--- src/rtl/fetch_unit.sv ---
// fetch_unit: instruction-fetch stage sitting between the PC register and decode.
// Issues a req/ack read to instruction memory for the current pc, presents the
// fetched word to decode under a valid/ready handshake, computes the PC register's
// next value (hold, pc+INC, redirect target or reset vector) and counts accepted
// instructions.
//
// Ports:
//   clk, reset          - clock, synchronous active-high reset
//   pc                  - current PC from the PC register
//   pcNext              - next PC (combinational), loaded by the PC register
//   imem_req/addr       - memory read request and word-aligned address
//   imem_ack/rdata      - memory read acknowledge and instruction word
//   instr/instr_pc      - fetched instruction and its address
//   instr_valid         - instr/instr_pc valid towards decode
//   dec_ready           - decode accepts when instr_valid && dec_ready
//   redirect_valid/target - taken branch/jump, flushes the stage
//   fetch_count         - number of instructions accepted by decode
module fetch_unit #(
    parameter logic [31:0] RESET_VECTOR = 32'h0000_0000,
    parameter int unsigned INC          = 4,
    parameter logic [31:0] NOP_INSTR    = 32'h0000_0013
) (
    input  logic        clk,
    input  logic        reset,
    input  logic [31:0] pc,
    output logic [31:0] pcNext,
    output logic        imem_req,
    output logic [31:0] imem_addr,
    input  logic        imem_ack,
    input  logic [31:0] imem_rdata,
    output logic [31:0] instr,
    output logic [31:0] instr_pc,
    output logic        instr_valid,
    input  logic        dec_ready,
    input  logic        redirect_valid,
    input  logic [31:0] redirect_target,
    output logic [31:0] fetch_count
);

    localparam int unsigned XLEN = 32;

    localparam logic [1:0] S_IDLE  = 2'd0;
    localparam logic [1:0] S_FETCH = 2'd1;
    localparam logic [1:0] S_ISSUE = 2'd2;
    localparam logic [1:0] S_FLUSH = 2'd3;

    logic [1:0]      r_state;
    logic [1:0]      w_state_next;
    logic            w_load;
    logic            w_accept;
    logic            w_flush;
    logic [XLEN-1:0] r_instr;
    logic [XLEN-1:0] r_instr_pc;
    logic [XLEN-1:0] r_fetch_count;

    // Target low bits are architecturally ignored (forced to zero).
    logic w_unused;
    assign w_unused = &{1'b0, redirect_target[1:0]};

    // State register
    always_ff @(posedge clk) begin
        if (reset) begin
            r_state <= S_IDLE;
        end else begin
            r_state <= w_state_next;
        end
    end

    // Next state, next PC and datapath strobes; reset overrides everything,
    // redirect overrides ack/ready.
    always_comb begin
        w_state_next = r_state;
        pcNext       = pc;
        w_load       = 1'b0;
        w_accept     = 1'b0;
        w_flush      = 1'b0;

        case (r_state)
            S_IDLE: begin
                w_state_next = S_FETCH;
            end
            S_FETCH: begin
                if (redirect_valid) begin
                    w_flush = 1'b1;
                end else if (imem_ack) begin
                    w_load       = 1'b1;
                    pcNext       = pc + XLEN'(INC);
                    w_state_next = S_ISSUE;
                end
            end
            S_ISSUE: begin
                if (redirect_valid) begin
                    w_flush = 1'b1;
                end else if (dec_ready) begin
                    w_accept     = 1'b1;
                    w_state_next = S_FETCH;
                end
            end
            default: begin
                if (redirect_valid) begin
                    w_flush = 1'b1;
                end else begin
                    w_state_next = S_FETCH;
                end
            end
        endcase

        if (w_flush) begin
            pcNext       = {redirect_target[XLEN-1:2], 2'b00};
            w_state_next = S_FLUSH;
        end

        if (reset) begin
            pcNext       = RESET_VECTOR;
            w_state_next = S_IDLE;
            w_load       = 1'b0;
            w_accept     = 1'b0;
            w_flush      = 1'b0;
        end
    end

    // Instruction hold registers and retired-fetch counter
    always_ff @(posedge clk) begin
        if (reset) begin
            r_instr       <= NOP_INSTR;
            r_instr_pc    <= '0;
            r_fetch_count <= '0;
        end else begin
            if (w_load) begin
                r_instr    <= imem_rdata;
                r_instr_pc <= pc;
            end
            if (w_flush) begin
                r_instr <= NOP_INSTR;
            end
            if (w_accept) begin
                r_fetch_count <= r_fetch_count + XLEN'(1);
            end
        end
    end

    // Handshake outputs are pure decodes of the state register.
    assign imem_req    = (r_state == S_FETCH);
    assign instr_valid = (r_state == S_ISSUE);
    assign imem_addr   = {pc[XLEN-1:2], 2'b00};
    assign instr       = r_instr;
    assign instr_pc    = r_instr_pc;
    assign fetch_count = r_fetch_count;

endmodule
--- config.mk ---
export PLATFORM = sky130hd
export DESIGN_NAME = fetch_unit
export DESIGN_NICKNAME = d
export VERILOG_FILES = /design/src/rtl/fetch_unit.sv
export SDC_FILE = /design/constraint.sdc
export NUM_CORES = 1
export LEC_CHECK = 0
export ABC_AREA = 1
export CAP_MARGIN = 20
export CORE_UTILIZATION = 43
export DETAILED_ROUTE_END_ITERATION = 7
export PLACE_DENSITY_LB_ADDON = 0.12
export SLEW_MARGIN = 40
export SYNTH_ARGS = -nofsm -noshare
export SYNTH_HDL_FRONTEND = slang
export SYNTH_SLANG_ARGS = --single-unit
--- constraint.sdc ---
create_clock -name clk -period 2.2 [get_ports clk]
set_input_delay 0.44 -clock clk [delete_from_list [all_inputs] [get_ports clk]]
set_output_delay 0.44 -clock clk [all_outputs]
set_load 0.1 [all_outputs]
==> flow_summary.yaml <==
cells_and_area:
  nNetsFinal: 1379
  area_delta_synth_final_pct: 84.0
  fin_util: 0.812
  fillers: 908
  drive_above_1_share: 0.400
setup_path:
  cp-end-kind: "primary output"
  crit_type: "in -> out"
  rr_worst_depth: 11
  crit_chain: "clkdlybuf4s15_1 -> nand2_1 -> inv_2 -> nand3_1 -> nor2_1 -> buf_4 -> nand2_2 -> or2_0 -> nand3_1 -> nand2_2 -> clkinvlp_4 -> buf_12"
  slowest_delay_ns: 0.27
  crit_path_max_fanout: 3
  crit_slowest_cell: "clkdlybuf4s15_1"
  cp_data_arrival_time_ns: 1.99
  cp.required_ns: 1.76
  cp-start-kind: "input pin"
worst_hold_path:
  min_path_type: "reg -> reg"
  hold_depth: 2
clock_tree:
  clkTransAtPathRegs_ns: 0.08
  cts_tree: "done"
  cts_buffer_depth: 2
  root_buffer: "clkbuf_16"
  cts_made_buffers: 9
  clock_latency_ns: 0.36
  clock-sinks: 98
  cts_hold_buf: 0
  htreeDepth: 3
floorplanning:
  die_area_um2: 14100
  rows: 42
  core_um2: 13200
  initial_core_util: 0.441
  die_w_um: 119
  die_h_um: 119
  io_pins: 263
yosys:
  yosys_warnings: 0
  ys.flop_type: "dfxtp_1"
  async_flop_share: 0
  syn_area_per_cell_um2: 6.20
  synth.top_cells.by_count: "nand2_1, nor2_1, inv_1, dfxtp_1, nand3_1"
  yosysMostFrequentCell: "nand2_1"
  syn-cell-area_um2: 5850
  ys_ff_latch: 98
  synthDistinctLibCells: 40
  synth_top_area_share: 0.336
  netlist_instances: 943
  netlist_top_cells_area: "dfxtp_1, nand2_1, nor2_1"
  synth_top_cell_by_area: "dfxtp_1"
  seq_area_frac_synth: 0.336
  synth_edf_count: 0
run_status:
  status: "finished with violations"
  violations: "setup timing"
routing:
  ant_nets: 0
  post_drt_via_cell_ratio: 5.19
  routed_wl_um: 23400
  drc: 0
  drt_iter0_markers: 559
  drt-pass1-iter-count: 5
  post_drt_wl_per_cell_um: 16.0
  vias: 7572
timing:
  finalCritPeriodShare: 1.10
  hold_viol: 0
  report.final.slew_viol_count: 0
  rsz0062_at_grt: "true"
  setup_slack_ns: -0.226
  skew_ns: 0.00524
  fin_crit_ns: 2.43
  worst_hold_slack_ns: 0.471
  max_freq_mhz: 412
  setup_viol: 30
place:
  dpl.hpwl_um: 16400
  place_congestion: 0.944
  port_buffers: 258
global_route:
  grt_first_pass_wirelength_um: 35900
  grt_pass1_vias: 7086
  antenna_found_initial: 0
  globalRouteOverflowTotal: 0
  grt_usage: 0.321
  grt_max_degree: 41
power_and_ir_drop:
  leakagePower_nw: 4.83
  peakVddDrop_uv: 401
  total_power_mw: 6.04
  power_density_nw_per_um2: 561
job:
  cap_violations: 0
## path summary, 6_finish.rpt
path | start | endpoint | slack, ns
setup / recovery | pc[13] | pcNext[19] | -0.23
hold reg to reg | instr[4] | instr[4] | 0.47
setup reg to reg | r_state[1] | instr_pc[27] | 0.17
hold / removal | instr[4] | instr[4] | 0.47
## per-layer routing
layer	wire (um)	track usage	share of wire
met3	2010	0.0864	0.086
met5	0	0	0
met4	949	0.128	0.041
met1	8960	0.378	0.38
met2	11400	0.550	0.49
## worst max-delay path, delay by kind of cell
kind,cells,cell delay (ns)
simple gates,7,0.75
buf+inv,5,0.78
## area by class of cell
type                    count  area, um2  area share
repair buffers            387       4040       0.376
clock buffers               9        225      0.0209
inverters                 117        561      0.0521
diodes                      1       2.50    0.000233
flip-flops and latches     98       1970       0.183
multi-input cells         663       3670       0.341
clock inverters             7       72.6     0.00675
well taps                 176        220      0.0205
## state kept, by name, indices dropped and copies added, names as in the netlist
register     cells
fetch_count     32
instr           32
instr_pc        32
r_state          2
## cell families (layout without fill, tap and decap cells)
logic type	count (synthesis)	in the layout	synth area share
buf+inv	183	520	0.145
xor+xnor	3	3	0.00450
compound gates	134	134	0.119
flops	98	98	0.336
fa+ha+maj	2	2	0.00428
other cells	1	3	0.000642
simple gates	522	522	0.390
## cells in the final DEF (no fill, tap or decap), types with 6 or more instances in the layout
cell,netlist,final
nor2_1,168,133
clkbuf_16,0,9
nand3_1,78,49
nand2_2,2,42
dfxtp_1,98,95
clkdlybuf4s50_1,0,66
nor2_4,4,29
nand2_1,207,165
buf_6,2,14
inv_1,111,78
clkinvlp_4,0,26
nor3_1,12,8
dlygate4sd2_1,0,16
a21oi_1,37,30
nor2_2,9,19
clkbuf_2,0,7
nand4_1,17,17
o21ai_1,33,39
nand3b_1,6,6
inv_2,6,9
o21ai_0,57,45
nand3_4,1,6
o21ai_2,0,6
buf_12,0,69
buf_4,34,202
nand3_2,2,26
## power breakdown
part	total, mW	internal (mW)	leakage [nW]	switching, mW
Sequential	1.86	1.83	0.796	0.0320
Clock	1.62	0.805	0.143	0.813
Combinational	2.56	0.876	3.89	1.68
Total	6.04	3.51	4.83	2.53
## stage by stage
stage                     cell area [um2]  TNS (ns)  std cells  setup WS, ns
after floorplan                      6050   -0.0538        944       -0.0538
after global placement               9720    -30.69       1422        -0.641
after detailed placement             9720    -32.04       1422        -0.594
after CTS                           10600     -4.13       1453        -0.211
after global routing                10800     -6.99       1457        -0.300
final                               10800     -4.54       1458        -0.226
## timing repair
| action | 4_1_cts | 5_1_grt |
|---|---|---|
| cloned | 2 | 0 |
| buffers inserted | 14 | 5 |
| pin swaps | 35 | 33 |
| resized for setup | 184 | 78 |
| endpoints found under the setup margin | 34 | 31 |
No activity file was read; power rests on OpenSTA's default activity.
